--- config.mk ---
export PLATFORM = sky130hd
export DESIGN_NAME = mem_bus_arbiter
export DESIGN_NICKNAME = d
export VERILOG_FILES = /design/src/rtl/mem_bus_arbiter_pkg.sv /design/src/rtl/mem_arb_pick.sv /design/src/rtl/mem_bus_arbiter.sv
export SDC_FILE = /design/constraint.sdc
export NUM_CORES = 1
export LEC_CHECK = 0
export ABC_AREA = 1
export ABC_CLOCK_PERIOD_IN_PS = 3000
export CORE_ASPECT_RATIO = 1.75
export CORE_MARGIN = 2
export CORE_UTILIZATION = 30
export DETAILED_ROUTE_END_ITERATION = 8
export DONT_BUFFER_PORTS = 1
export PLACE_DENSITY = 0.5
export SLEW_MARGIN = 20
export SYNTH_ARGS = -nofsm -noshare
export SYNTH_HDL_FRONTEND = slang
export SYNTH_HIERARCHICAL = 1
export SYNTH_SLANG_ARGS = --single-unit
--- constraint.sdc ---
create_clock -name clk -period 3 [get_ports clk]
set_input_delay 0.75 -clock clk [delete_from_list [all_inputs] [get_ports clk]]
set_output_delay 0.75 -clock clk [all_outputs]
set_load 0.02 [all_outputs]
--- src/rtl/mem_bus_arbiter_pkg.sv ---
// Shared definitions for the SOPC memory bus arbiter.
//   - FSM state encoding (idle / issue / wait / respond)
//   - Owner encoding (instruction fetch vs. data memory port)
//   - RAM strobe constants and latency counter width
package mem_bus_arbiter_pkg;

  typedef enum logic [1:0] {
    StIdle  = 2'd0,
    StIssue = 2'd1,
    StWait  = 2'd2,
    StResp  = 2'd3
  } state_e;

  typedef enum logic {
    OwnIf  = 1'b0,
    OwnMem = 1'b1
  } owner_e;

  localparam logic ChipEnable   = 1'b1;
  localparam logic ChipDisable  = 1'b0;
  localparam logic WriteEnable  = 1'b1;
  localparam logic WriteDisable = 1'b0;

  // Wide enough for MEM_LAT up to 15.
  localparam int unsigned CntW = 4;

  // Counter preload for the cycles still to wait after the issue cycle.
  function automatic logic [CntW-1:0] lat_load(input int unsigned lat);
    return CntW'(lat - 1);
  endfunction

endpackage

--- src/rtl/mem_arb_pick.sv ---
// Grant selection for the memory bus arbiter.
// The grant is purely combinational from the two request lines; it is only
// consumed by the parent while idle.
//
// Build option: ARB_RR_EN
//   defined   - round-robin: a last-owner flag, updated on each completion,
//               hands a simultaneous request to the port not served last.
//               The flag resets to "fetch served last", so data wins first.
//   undefined - fixed priority, data port over fetch port; no flag exists.
//
// Ports:
//   clk_i, rst_i   clock and synchronous active-high reset (flag only)
//   if_req_i       fetch port request
//   mem_req_i      data port request
//   resp_i         completion cycle of the current transaction
//   resp_owner_i   owner of the completing transaction (owner_e encoding)
//   grant_o        selected owner (owner_e encoding)
module mem_arb_pick
  import mem_bus_arbiter_pkg::*;
(
  input  logic clk_i,
  input  logic rst_i,
  input  logic if_req_i,
  input  logic mem_req_i,
  input  logic resp_i,
  input  logic resp_owner_i,
  output logic grant_o
);

`ifdef ARB_RR_EN
  logic last_q, last_d;

  always_comb begin
    last_d = last_q;
    if (resp_i) begin
      last_d = resp_owner_i;
    end
  end

  always_ff @(posedge clk_i) begin
    if (rst_i) begin
      last_q <= OwnIf;
    end else begin
      last_q <= last_d;
    end
  end

  always_comb begin
    grant_o = OwnIf;
    if (if_req_i && mem_req_i) begin
      // Tie goes to whichever port did not complete last.
      grant_o = (last_q == OwnIf) ? OwnMem : OwnIf;
    end else if (mem_req_i) begin
      grant_o = OwnMem;
    end
  end
`else
  // Fixed priority needs no history; these inputs are intentionally ignored.
  logic unused_rr;
  assign unused_rr = ^{clk_i, rst_i, resp_i, resp_owner_i, if_req_i};

  always_comb begin
    grant_o = OwnIf;
    if (mem_req_i) begin
      grant_o = OwnMem;
    end
  end
`endif

endmodule

--- src/rtl/mem_bus_arbiter.sv ---
// Memory bus arbiter: shares one single-port SRAM between the OpenMIPS
// instruction-fetch port and the MEM-stage data port.
//
// One transaction at a time: IDLE latches the winner's command, ISSUE drives
// the RAM for a single cycle, WAIT counts out the remaining RAM latency and
// captures read data, RESP pulses the owner's rvalid. stall_req freezes the
// pipeline while any request is pending and not completing this cycle.
//
// Build option: ARB_RR_EN selects round-robin arbitration (see mem_arb_pick);
// default is fixed data-over-fetch priority.
//
// Parameters: ADDR_W byte address width, DATA_W data width, MEM_LAT RAM
// latency in cycles from issue to valid ram_rdata (1..15).
//
// Ports:
//   clk, rst                      clock, synchronous active-high reset
//   if_req/if_addr                fetch request (held until if_rvalid)
//   if_rdata/if_rvalid            fetch data and one-cycle completion pulse
//   mem_req/we/sel/addr/wdata     data request (held until mem_rvalid)
//   mem_rdata/mem_rvalid          data read data and completion pulse
//   ram_ce/we/sel/addr/wdata      RAM command, active in the issue cycle only
//   ram_rdata                     RAM read data
//   stall_req                     pipeline freeze request
module mem_bus_arbiter
  import mem_bus_arbiter_pkg::*;
#(
  parameter int unsigned ADDR_W  = 32,
  parameter int unsigned DATA_W  = 32,
  parameter int unsigned MEM_LAT = 2
) (
  input  logic                  clk,
  input  logic                  rst,
  input  logic                  if_req,
  input  logic [ADDR_W-1:0]     if_addr,
  output logic [DATA_W-1:0]     if_rdata,
  output logic                  if_rvalid,
  input  logic                  mem_req,
  input  logic                  mem_we,
  input  logic [DATA_W/8-1:0]   mem_sel,
  input  logic [ADDR_W-1:0]     mem_addr,
  input  logic [DATA_W-1:0]     mem_wdata,
  output logic [DATA_W-1:0]     mem_rdata,
  output logic                  mem_rvalid,
  output logic                  ram_ce,
  output logic                  ram_we,
  output logic [DATA_W/8-1:0]   ram_sel,
  output logic [ADDR_W-1:0]     ram_addr,
  output logic [DATA_W-1:0]     ram_wdata,
  input  logic [DATA_W-1:0]     ram_rdata,
  output logic                  stall_req
);

  localparam int unsigned SelW = DATA_W / 8;

  state_e              state_q, state_d;
  owner_e              owner_q, owner_d;
  logic                cmd_we_q, cmd_we_d;
  logic [SelW-1:0]     cmd_sel_q, cmd_sel_d;
  logic [ADDR_W-1:0]   cmd_addr_q, cmd_addr_d;
  logic [DATA_W-1:0]   cmd_wdata_q, cmd_wdata_d;
  logic [CntW-1:0]     cnt_q, cnt_d;
  logic [DATA_W-1:0]   if_rdata_q, if_rdata_d;
  logic [DATA_W-1:0]   mem_rdata_q, mem_rdata_d;

  logic grant;
  logic resp;
  logic capture;

  mem_arb_pick u_pick (
    .clk_i        (clk),
    .rst_i        (rst),
    .if_req_i     (if_req),
    .mem_req_i    (mem_req),
    .resp_i       (resp),
    .resp_owner_i (owner_q),
    .grant_o      (grant)
  );

  // Next-state and command latch.
  always_comb begin
    state_d     = state_q;
    owner_d     = owner_q;
    cmd_we_d    = cmd_we_q;
    cmd_sel_d   = cmd_sel_q;
    cmd_addr_d  = cmd_addr_q;
    cmd_wdata_d = cmd_wdata_q;
    cnt_d       = cnt_q;
    capture     = 1'b0;

    unique case (state_q)
      StIdle: begin
        if (if_req || mem_req) begin
          owner_d = owner_e'(grant);
          if (grant == OwnMem) begin
            cmd_we_d    = mem_we;
            cmd_sel_d   = mem_sel;
            cmd_addr_d  = mem_addr;
            cmd_wdata_d = mem_wdata;
          end else begin
            // Fetches are always full-word reads.
            cmd_we_d    = WriteDisable;
            cmd_sel_d   = '1;
            cmd_addr_d  = if_addr;
            cmd_wdata_d = '0;
          end
          state_d = StIssue;
        end
      end

      StIssue: begin
        cnt_d = lat_load(MEM_LAT);
        if (MEM_LAT == 1) begin
          // Single-cycle RAM: data is already valid at the end of issue.
          capture = 1'b1;
          state_d = StResp;
        end else begin
          state_d = StWait;
        end
      end

      StWait: begin
        cnt_d = cnt_q - 1'b1;
        if (cnt_d == '0) begin
          capture = 1'b1;
          state_d = StResp;
        end
      end

      StResp: begin
        state_d = StIdle;
      end

      default: begin
        state_d = StIdle;
      end
    endcase
  end

  // Read data is steered to the owner's holding register, which keeps its
  // value until that port's next completion.
  always_comb begin
    if_rdata_d  = if_rdata_q;
    mem_rdata_d = mem_rdata_q;
    if (capture) begin
      if (owner_q == OwnIf) begin
        if_rdata_d = ram_rdata;
      end else begin
        mem_rdata_d = ram_rdata;
      end
    end
  end

  // RAM command is only presented during the issue cycle; zero otherwise.
  always_comb begin
    ram_ce    = ChipDisable;
    ram_we    = WriteDisable;
    ram_sel   = '0;
    ram_addr  = '0;
    ram_wdata = '0;
    if (state_q == StIssue) begin
      ram_ce    = ChipEnable;
      ram_we    = cmd_we_q;
      ram_sel   = cmd_sel_q;
      ram_addr  = cmd_addr_q;
      ram_wdata = cmd_wdata_q;
    end
  end

  always_comb begin
    resp       = (state_q == StResp);
    if_rvalid  = resp && (owner_q == OwnIf);
    mem_rvalid = resp && (owner_q == OwnMem);
    // Release the pipeline in the completion cycle itself.
    stall_req  = (if_req || mem_req) && !(if_rvalid || mem_rvalid);
  end

  assign if_rdata  = if_rdata_q;
  assign mem_rdata = mem_rdata_q;

  always_ff @(posedge clk) begin
    if (rst) begin
      state_q     <= StIdle;
      owner_q     <= OwnIf;
      cmd_we_q    <= WriteDisable;
      cmd_sel_q   <= '0;
      cmd_addr_q  <= '0;
      cmd_wdata_q <= '0;
      cnt_q       <= '0;
      if_rdata_q  <= '0;
      mem_rdata_q <= '0;
    end else begin
      state_q     <= state_d;
      owner_q     <= owner_d;
      cmd_we_q    <= cmd_we_d;
      cmd_sel_q   <= cmd_sel_d;
      cmd_addr_q  <= cmd_addr_d;
      cmd_wdata_q <= cmd_wdata_d;
      cnt_q       <= cnt_d;
      if_rdata_q  <= if_rdata_d;
      mem_rdata_q <= mem_rdata_d;
    end
  end

endmodule

==> reports/metrics.csv <==
metric;value;unit
fill count;2242;
TNS Setup;0;ns
final hold vios;0;
Ant. Diodes;0;
vias in the first global route;5145;
failing checks;design-rule violations;
crit-path max FO;48;
worst path arrival time;2.07;ns
top cell type's share of synthesized area;44.83;%
fmax;354.9;MHz
chip height;195.0;µm
crit path time final;2.817;ns
DR vias/cell;4.498;
Clock Tree Root;clkbuf_16;
Slew @ Worst Pin;0.8998;ns
drt initial violations;288;
final net count;1067;
VDD IR max;0.3212;mV
WL final;17120;µm
most instantiated cells after synthesis;342 x nand2_1, 149 x inv_1, 140 x dfxtp_1;
Hold WC Path Type;in -> reg;
Synth area leader;dfxtp_1;
Syn Std Cell Area;0.006252;mm²
Ys Warns;6;
final hold slack;0.3905;ns
Critical Path Start Type;flip-flop;
DR DRC count;15;
Post-CTS Resized;0;
Setup CP Type;reg -> out;
status;complete, but fails checks;
core area;0.02037;mm²
Required @ worst endpoint;2.25;ns
top_reg_cell synth;dfxtp_1;
total global routing overflow;0;
Final Skew;0.01423;ns
endpoint class of the critical path;output pin;
first-pass GRT wire length;26780;µm
design area;0.006998;mm²
Clock Sinks;140;
routed vias;5321;
CTS tree;yes;
# port buffers;0;
count of final setup violators;0;
CP max stage delay;0.49;ns
P&R area growth vs syn;11.93;%
post-DR wirelength/cell;14.47;µm
Clock Tree Buf Depth;2;
cts hold-fix bufs;0;
top-count cell post-synth;nand2_1;
CTS H-Tree Depth;4;
gate count after technology mapping;952;
Final Power;0.005876;W
Die Footprint;0.02206;mm²
chip width;113.1;µm
Post-CTS Setup Inserts;0;
Starting Density;30.69;%
DP Wirelength;11940;µm
Power Density;839.6;mW/mm²
Slew headroom;39.90;%
top post-synthesis cells by area;dfxtp_1 45%, nand2_1 21%, inv_1 8.9%;
worst path bufs/invs;3;
flip-flop and latch count after synthesis;140;
Distinct cells, synth;22;
clock slew at reported path FFs;0.07;ns
Final period util;93.91;%
Routed Antenna Nets;0;
sequential area share after synthesis;44.83;%
placed insts;1151;
Top-Level Pins;274;
P_leak;3.708;nW
pin count of the biggest net entering global routing;69;
fraction of layout cells with a size suffix above 1;5.882;%
CP top delay family;buffers and inverters;
asr flop ratio synth;0;%
num rows;69;
Tot GR Track Use;15.41;%
cts bufs inserted;17;
dpl cell area;0.006380;mm²
slowest CP cell;ha_2;
mean cell area of the mapped netlist;6.567;µm²
maxcap violations;0;
most used cell, CP;inv_1;
initial antenna violation count;0;
RSZ-0062 raised after global routing;false;
EDFF count, synth;0;
crit-path cells;inv_1 -> ha_2 -> buf_12 -> nand2_1 -> inv_1;
gpl congestion;0.7894;
Slew Viols, Final;0;
Pre-Repair DR Iteration Count;7;
later-pin clock latency in the skew report;0.42;ns
non-filler cells, final;1183;
syn nets;1097;
==> layer usage <==
layer  track usage [%]  share of wire [%]  vias up
met1             16.16                 39     2332
met4             6.640                1.9        0
met5                 0                  0        -
met2             27.32                 52      197
met3             5.649                7.6       16
li1                  -                  -     2776
==> power by group <==
part           internal, W  switching [W]
logic             0.000363       0.000975
registers          0.00214       0.000184
clock network      0.00136       0.000854
total              0.00386        0.00201
==> worst reg2reg max path: stages, from the launching register on <==
cell and delay, ns:
dfxtp_1 0.36, inv_1 0.08, ha_1 0.21, nand2_1 0.08, nand2_2 0.07, nor2_4 0.15
nand4_4 0.71, nor2_1 0.34, nor2_1 0.07
==> logic make-up (layout without fill, tap and decap cells) <==
family | count (synthesis) | count (layout) | share of synthesized area [%]
buffers and inverters | 208 | 191 | 13.53
DFF | 140 | 140 | 44.83
AOI/OAI and AO/OA | 110 | 110 | 10.01
and+or+nand+nor | 486 | 486 | 30.04
adders and majority gates | 8 | 8 | 1.601
==> area by class of cell <==
| type | instances | area, µm² | area share [%] |
|---|---|---|---|
| clock buffers | 19 | 452.9 | 6.472 |
| flip-flops and latches | 140 | 2803 | 40.05 |
| well taps | 248 | 310.3 | 4.434 |
| repair buffers | 7 | 90.09 | 1.287 |
| clock inverters | 13 | 165.2 | 2.360 |
| multi-input cells | 604 | 2606 | 37.24 |
| inverters | 152 | 570.5 | 8.153 |
==> worst paths after layout <==
| check | slack (ns) | depth (start not counted) | start | endpoint |
|---|---|---|---|---|
| worst min-delay path | 0.39 | 1 | rst | owner_q |
| worst min register to register | 0.46 | 2 | cmd_wdata_q[11] | cmd_wdata_q[11] |
| worst max-delay path | 0.18 | 5 | state_q[1] | ram_addr[0] |
| worst max register to register | 0.80 | 8 | cnt_q[0] | mem_rdata[7] |
==> stage by stage <==
stage                     utilization [%]  setup slack [ns]
after floorplan                         -            0.6493
after global placement              31.31            0.6150
after detailed placement            31.31            0.5850
after CTS                           34.35            0.1187
after global routing                34.35           0.01789
final                               34.35            0.1827
==> registers in the layout, summed over array words and instances, names as in the netlist <==
register	cells
cmd_addr_q	32
cmd_sel_q	4
cmd_wdata_q	32
cmd_we_q	1
cnt_q	4
if_rdata	32
mem_rdata	32
owner_q	1
state_q	2
==> placed cells by master, fill, tap and decap left out, drive strengths merged <==
cell type | synthesis | layout
a21oi | 37 | 37
a2bb2oi | 1 | 1
nand2 | 345 | 345
o21ai | 35 | 35
nand3 | 3 | 3
a31oi | 32 | 32
nand4 | 2 | 2
clkbuf | 35 | 19
nor2 | 136 | 136
buf | 21 | 7
inv | 152 | 154
o221a | 4 | 4
o21bai | 1 | 1
bufinv | 0 | 3
clkinv | 0 | 4
clkinvlp | 0 | 4
ha | 8 | 8
dfxtp | 140 | 140
No activity file was read; power rests on OpenSTA's default activity.
